$ cat config.mk
export PLATFORM = sky130hd
export DESIGN_NAME = lsu
export DESIGN_NICKNAME = d
export VERILOG_FILES = /design/src/rtl/lsu.sv
export SDC_FILE = /design/constraint.sdc
export NUM_CORES = 1
export LEC_CHECK = 0
export CORE_MARGIN = 2
export CORE_UTILIZATION = 36
export DETAILED_ROUTE_END_ITERATION = 8
export GPL_TIMING_DRIVEN = 0
export HOLD_SLACK_MARGIN = 0.03
export PLACE_DENSITY_LB_ADDON = 0.05
export RECOVER_POWER = 25
export SYNTH_ARGS = -nofsm -noshare
export SYNTH_HDL_FRONTEND = slang
export SYNTH_SLANG_ARGS = --single-unit
$ cat constraint.sdc
create_clock -name CLK -period 1.6 [get_ports CLK]
set_input_delay 0.24 -clock CLK [delete_from_list [all_inputs] [get_ports CLK]]
set_output_delay 0.24 -clock CLK [all_outputs]
set_load 0.05 [all_outputs]
$ cat src/rtl/lsu.sv
// Load/store unit between the RV32I core EXECUTE stage and the word-addressed RAM.
// Define LSU_IO_EN to build the IO page (LED register and cycle counter selected by addr[22]).
module lsu #(
  parameter int unsigned ADDR_WIDTH = 8
) (
  input  logic                  CLK,
  input  logic                  RESETN,
  input  logic                  req_valid,
  output logic                  req_ready,
  input  logic                  req_is_store,
  input  logic [2:0]            req_funct3,
  input  logic [31:0]           req_addr,
  input  logic [31:0]           req_wdata,
  output logic                  rsp_valid,
  output logic [31:0]           rsp_rdata,
  output logic                  rsp_error,
  output logic [ADDR_WIDTH-1:0] mem_addr,
  output logic [31:0]           mem_wdata,
  output logic [3:0]            mem_wmask,
  output logic                  mem_rstrb,
  input  logic [31:0]           mem_rdata,
  output logic [3:0]            leds
);

  typedef enum logic [2:0] {IDLE, READ, WAIT, WRITE, RESP} state_t;

  state_t                state_q, state_d;
  logic [2:0]            f3_q, f3_d;
  logic [1:0]            alo_q, alo_d;
  logic                  rsp_valid_d, rsp_error_d, mem_rstrb_d;
  logic [31:0]           rsp_rdata_d, mem_wdata_d;
  logic [ADDR_WIDTH-1:0] mem_addr_d;
  logic [3:0]            wmask_q, wmask_d;
  logic                  accept, misaligned, illegal, req_err, io_hit;
  logic [31:0]           io_rdata, shifted, load_ext;
  logic                  unused_addr_bits;

  assign req_ready        = (state_q == IDLE) && RESETN;
  assign accept           = req_valid && req_ready;
  // Gate the strobe so a write in flight when reset asserts never commits.
  assign mem_wmask        = RESETN ? wmask_q : 4'b0000;
  assign unused_addr_bits = ^req_addr;

`ifdef LSU_IO_EN
  logic [31:0] cycle_q;
  logic [3:0]  leds_q;

  assign io_hit = req_addr[22];
  assign leds   = leds_q;

  always_ff @(posedge CLK) begin
    if (!RESETN) begin
      cycle_q <= 32'd0;
      leds_q  <= 4'd0;
    end else begin
      cycle_q <= cycle_q + 32'd1;
      if (accept && io_hit && req_is_store && !req_err && (req_addr[21:2] == 20'd0))
        leds_q <= req_wdata[3:0];
    end
  end

  always_comb begin
    io_rdata = 32'd0;
    if (req_addr[21:2] == 20'd0)      io_rdata = {28'd0, leds_q};
    else if (req_addr[21:2] == 20'd1) io_rdata = cycle_q;
  end
`else
  assign io_hit   = 1'b0;
  assign io_rdata = 32'd0;
  assign leds     = 4'b0000;
`endif

  // Alignment and funct3 legality, evaluated on the request being accepted.
  always_comb begin
    misaligned = ((req_funct3[1:0] == 2'b01) && req_addr[0]) ||
                 ((req_funct3[1:0] == 2'b10) && (req_addr[1:0] != 2'b00));
    illegal    = req_is_store ? (req_funct3 > 3'd2)
                              : ((req_funct3 == 3'd3) || (req_funct3[2:1] == 2'b11));
    req_err    = misaligned || illegal || (io_hit && (req_funct3 != 3'd2));
  end

  assign shifted = mem_rdata >> {alo_q, 3'b000};

  always_comb begin
    case (f3_q)
      3'd0:    load_ext = {{24{shifted[7]}}, shifted[7:0]};
      3'd1:    load_ext = {{16{shifted[15]}}, shifted[15:0]};
      3'd4:    load_ext = {24'd0, shifted[7:0]};
      3'd5:    load_ext = {16'd0, shifted[15:0]};
      default: load_ext = shifted;
    endcase
  end

  always_comb begin
    state_d     = state_q;
    f3_d        = f3_q;
    alo_d       = alo_q;
    rsp_rdata_d = 32'd0;
    rsp_error_d = 1'b0;
    mem_addr_d  = mem_addr;
    mem_wdata_d = mem_wdata;
    wmask_d     = 4'b0000;
    case (state_q)
      IDLE: begin
        if (accept) begin
          f3_d       = req_funct3;
          alo_d      = req_addr[1:0];
          mem_addr_d = req_addr[ADDR_WIDTH+1:2];
          if (req_err) begin
            state_d     = RESP;
            rsp_error_d = 1'b1;
          end else if (io_hit) begin
            state_d = RESP;
            if (!req_is_store) rsp_rdata_d = io_rdata;
          end else if (req_is_store) begin
            state_d = WRITE;
            case (req_funct3[1:0])
              2'b00: begin
                mem_wdata_d = {4{req_wdata[7:0]}};
                wmask_d     = 4'b0001 << req_addr[1:0];
              end
              2'b01: begin
                mem_wdata_d = {2{req_wdata[15:0]}};
                wmask_d     = 4'b0011 << req_addr[1:0];
              end
              default: begin
                mem_wdata_d = req_wdata;
                wmask_d     = 4'b1111;
              end
            endcase
          end else begin
            state_d = READ;
          end
        end
      end
      READ:  state_d = WAIT;
      WAIT: begin
        state_d     = RESP;
        rsp_rdata_d = load_ext;
      end
      WRITE: state_d = RESP;
      RESP:  state_d = IDLE;
      default: state_d = IDLE;
    endcase
    rsp_valid_d = (state_d == RESP);
    mem_rstrb_d = (state_d == READ);
  end

  always_ff @(posedge CLK) begin
    if (!RESETN) begin
      state_q   <= IDLE;
      f3_q      <= 3'd0;
      alo_q     <= 2'd0;
      rsp_valid <= 1'b0;
      rsp_rdata <= 32'd0;
      rsp_error <= 1'b0;
      mem_addr  <= '0;
      mem_wdata <= 32'd0;
      wmask_q   <= 4'd0;
      mem_rstrb <= 1'b0;
    end else begin
      state_q   <= state_d;
      f3_q      <= f3_d;
      alo_q     <= alo_d;
      rsp_valid <= rsp_valid_d;
      rsp_rdata <= rsp_rdata_d;
      rsp_error <= rsp_error_d;
      mem_addr  <= mem_addr_d;
      mem_wdata <= mem_wdata_d;
      wmask_q   <= wmask_d;
      mem_rstrb <= mem_rstrb_d;
    end
  end

endmodule

Word-level counts from Yosys, hierarchy flattened
Index checks and enable logic that the tools add are counted.
{"block": "totals", "ff_bits": 87, "in_bits": 103, "out_inout_bits": 84}
{"block": "op_classes", "magnitude_cmp": 1, "eq_ne": 12, "n_shift": 3, "mux": 10, "bitwise_logic": 5, "n_reduce_logical": 17}
{"cell": "case mux 32 bit (4 select lines)", "count": 1}
{"cell": "case mux 32 bit (2 select lines)", "count": 1}
{"cell": "right shift 32 x 5 -> 32 bit", "count": 1}
{"cell": "== test 3 x 1 -> 1 bit (second input constant)", "count": 3}
{"cell": "== test 3 x 2 -> 1 bit (second input constant)", "count": 3}
{"cell": "== test 3 bit (second input constant)", "count": 3}
{"cell": "case mux 3 bit (3 select lines)", "count": 1}
{"cell": "case mux 4 bit (2 select lines)", "count": 1}
{"cell": "logical NOT 3 bit", "count": 2}
{"cell": "two-way mux 3 bit", "count": 2}
{"cell": "NOT 1 bit", "count": 5}
{"cell": "OR reduction 5 bit", "count": 1}
{"cell": "== test 2 bit (second input constant)", "count": 2}
{"cell": "logical AND 1 bit", "count": 4}
{"cell": "two-way mux 4 bit", "count": 1}
{"cell": "AND reduction 2 bit", "count": 2}
{"cell": "AND reduction 4 bit", "count": 1}
{"cell": "<< shifter 1 x 2 -> 4 bit (first input constant)", "count": 1}
{"cell": "<< shifter 2 x 2 -> 4 bit (first input constant)", "count": 1}
{"cell": "> comparator 3 x 2 -> 1 bit (second input constant)", "count": 1}
{"cell": "logical OR 1 bit", "count": 3}
{"cell": "AND reduction 3 bit", "count": 1}
{"cell": "== test 2 x 1 -> 1 bit (second input constant)", "count": 1}
{"cell": "logical NOT 2 bit", "count": 1}
{"cell": "4 further kinds", "count": 5}

Longest topological paths before layout
{"block": "depth", "ltp_word": 8, "mapped_depth": 7}

Least setup slack after synthesis
No wires, ideal clock.
{"block": "synth_timing", "kind": "reg-to-reg", "from": "register state_q[2]", "to": "register mem_wdata[26]", "arrival_ns": 1.815, "slack_ns": -0.346, "stages_incl_launch_ff": 6, "cell_sequence": "dfxtp_1 > nor4b_4 > o2111ai_1 > buf_2 > nand3_1 > o21ai_0"}
{"block": "synth_via", "elab_chain_len": 4}
{"element": "start, declared", "line_no": "27", "text": "state_t state_q, state_d;"}
{"element": "start signal, assigned", "line_no": "162", "text": "state_q <= state_d;"}
{"element": "logical NOT 3 bit", "line_no": "38", "text": "assign req_ready = (state_q == IDLE) && RESETN;"}
{"element": "logical AND 1 bit", "line_no": "38"}
{"element": "named net req_ready", "line_no": "9", "text": "output logic req_ready,"}
{"element": "logical AND 1 bit", "line_no": "39", "text": "assign accept = req_valid && req_ready;"}
{"element": "AND reduction 4 bit (no source line)"}
{"element": "end signal, assigned", "line_no": "169", "text": "mem_wdata <= mem_wdata_d;"}
{"element": "end, declared", "line_no": "18", "text": "output logic [31:0] mem_wdata,"}
The timed path passes the listed nets, and every way through them passes these cells.
A chain may end at the register's enable or synchronous reset.

Final worst setup path
{"block": "layout_timing", "from": "register state_q[0]", "to": "register rsp_rdata[24]"}
{"block": "layout_via", "elab_chain_len": 2}
{"element": "== test 3 x 2 -> 1 bit", "line_no": "103", "text": "case (state_q)"}
{"element": "AND reduction 2 bit (no source line)"}
{"element": "end signal, assigned", "line_no": "166", "text": "rsp_rdata <= rsp_rdata_d;"}
{"element": "end, declared", "line_no": "15", "text": "output logic [31:0] rsp_rdata,"}
Every way passes these cells.

==> out/qor.txt <==
Status = finished, final reports clean
CTS root buffer = clkbuf_8
Yosys cell types = 40
Crit path DAT = 1.88 ns
Crit path launch type = register
Critical path launch point = state_q[0]$_SDFF_PN0_
PortBufs = 158
CP peak stage delay = 0.38 ns
Crit. End Element = register
Final nets = 697
Bufs on Longest Clock Path = 2
Critical Path End = rsp_rdata[24]$_SDFF_PN0_
Synth Area in Compound Gates = 18.7%
Largest net degree at the start of global routing = 16
Vias in the first global route = 3,665
Initial antenna violation count = 0
Post-synthesis mux area share = 10.8%
Post-detail-place hpwl = 8580 um
Reg2reg end = rsp_rdata[24]$_SDFF_PN0_
Worst hold path type = input port to register
Via count = 3,603
Worst VDD drop = 0.000388 V
Synthesized-area fraction occupied by xor and xnor cells = 0%
Final setup margin = 0.0150 ns
Avg WL per Cell = 15.7 um
Gr usage total = 20.6%
# DRC = 0
CP Class = register to register
Max-Cap Viols = 0
Simple-gate portion of the synthesized area = 18.7%
Worst hold slack = 0.292 ns
Most frequent CP cell = buf_6
Max transition margin = 30.3%
Clock sinks = 87
Die area = 11,200 um^2
Placer Congestion = 0.808
Post-route insts no fill = 735
Setup tns final = 0 ns
Die width = 106 um
Initial Utilization = 36.7%
Synth warnings = 0
Cell row count = 37
Syn Inst Count = 411
P_leak = 2.80 nW
Largest family of logic cells by synthesized area = compound AO/OA/AOI/OAI gates
FILL cells = 972
Clock Skew = 0.0145 ns
Number of buffers created by CTS = 9
Core area = 10,200 um^2
Worst-margin pin slew = 1.04 ns
Unrepaired setup endpoints after global routing = yes
Drt first pass iters = 4
Grt ovf = 0
CP Cell Sequence = nand4bb_1 -> buf_6 -> or3b_4 -> buf_6 -> nor2_8 -> a21o_1
DRT Wirelength = 11,500 um
Placed instance count = 708
Die Y-Extent = 106 um
Worst skew pair latency = 0.35 ns
Diodes inserted = 0
Mapped Area = 3730 um^2
Async SR Flop Fraction = 0%
Worst r2r src = state_q[0]$_SDFF_PN0_
Remaining antenna violation count = 0
Hold-fix buffers, CTS = 0
R2R cell count = 6
#FFs+latches synth = 87
Req. time, crit path = 1.90 ns
Final core utilization = 58.0%
Max Fclk = 631 MHz
CTS tree = built
Setup violations, final = 0
Critical-path top delay cell = or3b_4
R2r setup slk = 0.01 ns
Post-synthesis adder-cell area fraction = 0%
Sequential share of the synthesized area = 46.6%
Initial drt markers = 97
Worst-path clk slew = 0.10 ns
Yosys top cell area share = 46.6%
Io pins = 187
Setup slack at placement = -1.28 ns
Ranking of synthesized cells by area = dfxtp_1 (47%), mux2i_1 (10%), nand2_1 (5.1%), nand3_1 (4.3%), o21ai_0 (4.3%)
Worst Path Max Fanout = 9
Syn_area_per_cell = 9.09 um^2
Vias per cell = 4.90
Min cycle time layout = 1.59 ns
Pwr/cell area = 811 nW/um^2
Area leader, netlist = dfxtp_1
Fin. Hold Viols = 0
Tcrit/Tclk final = 99.1%
Final Max Slew Viols = 0
Post-synth EDFFs = 0
Predominant post-synthesis flop cell = dfxtp_1
First-pass GRT wire length = 18,200 um
H-tree Lvls = 3
Area Growth Syn to Fin = 58.1%
Layout cell share with drive strength beyond 1 = 14.9%
power by group:
| group | total (mW) | switching (mW) | internal, mW |
|---|---|---|---|
| logic | 0.957 | 0.536 | 0.421 |
| registers | 2.25 | 0.0325 | 2.22 |
| clock network | 1.58 | 0.805 | 0.774 |
per-layer routing:
| metal | part of all wire, % | up-vias | global-route usage [%] | wire length, um |
|---|---|---|---|---|
| met5 | 0 | - | 0 | 0 |
| met4 | 1.9 | 0 | 8.08 | 217 |
| met3 | 6.7 | 19 | 5.19 | 778 |
| met2 | 48 | 132 | 34.8 | 5510 |
| met1 | 44 | 1649 | 25.1 | 5020 |
| li1 | - | 1803 | - | - |
worst max-delay path: cells and delay by family (launching register included):
| kind | cells | cell delay [ns] |
|---|---|---|
| DFF | 1 | 0.37 |
| buffers and inverters | 2 | 0.30 |
| AOI/OAI and AO/OA | 1 | 0.13 |
| and+or+nand+nor | 3 | 0.72 |
cell families (layout without fill, tap and decap cells):
group	Yosys count	after routing
AOI/OAI and AO/OA	106	106
other	1	4
buffers and inverters	39	224
muxes	40	40
DFF	87	87
and+or+nand+nor	138	138
registers in the layout, indices dropped and copies added (netlist names):
signal,flops
mem_wdata,32
rsp_rdata,32
mem_addr,8
wmask_q,4
f3_q,3
state_q,3
alo_q,2
mem_rstrb,1
rsp_error,1
rsp_valid,1
worst min-delay path by stage:
stage / startpoint / endpoint / slack, ns / depth (start not counted)
finish: req_addr[1] / alo_q[1]$_SDFFE_PN0P_ / 0.29 / 3
CTS: req_funct3[1] / state_q[0]$_SDFF_PN0_ / 0.34 / 4
floorplan: req_wdata[0] / mem_wdata[0]$_SDFFE_PN0P_ / 0.34 / 2
global placement: mem_wdata[7]$_SDFFE_PN0P_ / mem_wdata[7]$_SDFFE_PN0P_ / 0.44 / 2
detailed placement: mem_wdata[1]$_SDFFE_PN0P_ / mem_wdata[1]$_SDFFE_PN0P_ / 0.45 / 2
global route: req_funct3[2] / f3_q[2]$_SDFFE_PN0P_ / 0.31 / 3
layout make-up:
| class | count | area (um^2) | area share [%] |
|---|---|---|---|
| clock inverter | 6 | 66.3 | 1.12 |
| clock buffer | 10 | 138 | 2.33 |
| inverter | 2 | 7.51 | 0.127 |
| timing repair buffer | 172 | 1620 | 27.5 |
| buffer | 34 | 249 | 4.22 |
| sequential | 87 | 1750 | 29.7 |
| multi-input combinational | 288 | 1900 | 32.1 |
| tap | 136 | 170 | 2.88 |
Yosys cell counts, drive strengths merged, types with 2 or more instances:
| master | n |
|---|---|
| nor3 | 3 |
| nand3b | 2 |
| dfxtp | 87 |
| o21ai | 37 |
| inv | 2 |
| o211a | 6 |
| buf | 21 |
| a211oi | 14 |
| or2 | 2 |
| nor2 | 20 |
| nand3 | 32 |
| and2 | 12 |
| nor2b | 8 |
| a21o | 9 |
| clkbuf | 16 |
| nor4b | 2 |
| nand2 | 51 |
| a21boi | 13 |
| o2111ai | 3 |
| a21oi | 19 |
| mux2i | 39 |
timing repair:
| item | CTS | global route |
|---|---|---|
| endpoints found under the hold margin | 0 | 0 |
| pin swaps | 5 | 5 |
| endpoints found under the setup margin | 141 | 68 |
| resized for setup | 134 | 39 |
| cloned | 0 | 1 |
| buffers inserted | 6 | 7 |
per-stage QoR:
step | power (mW) | area (um^2)
floorplan | 2.81 | 3770
global placement | 3.22 | 5520
detailed placement | 3.23 | 5520
CTS | 4.80 | 5730
global route | 5.00 | 5900
finish | 4.79 | 5900
cells in the final DEF, fill, tap and decap left out, types with 11 or more instances in the layout:
cell             count
a211oi_1            14
buf_4               22
nand2_1             51
and2_1              11
nand3_1             31
dlygate4sd2_1       77
o21ai_0             32
mux2i_1             37
nor2_1              19
dfxtp_1             83
clkdlybuf4s50_1     73
clkbuf_8            12
a21oi_1             14
Power figures use the tool's default switching activity.
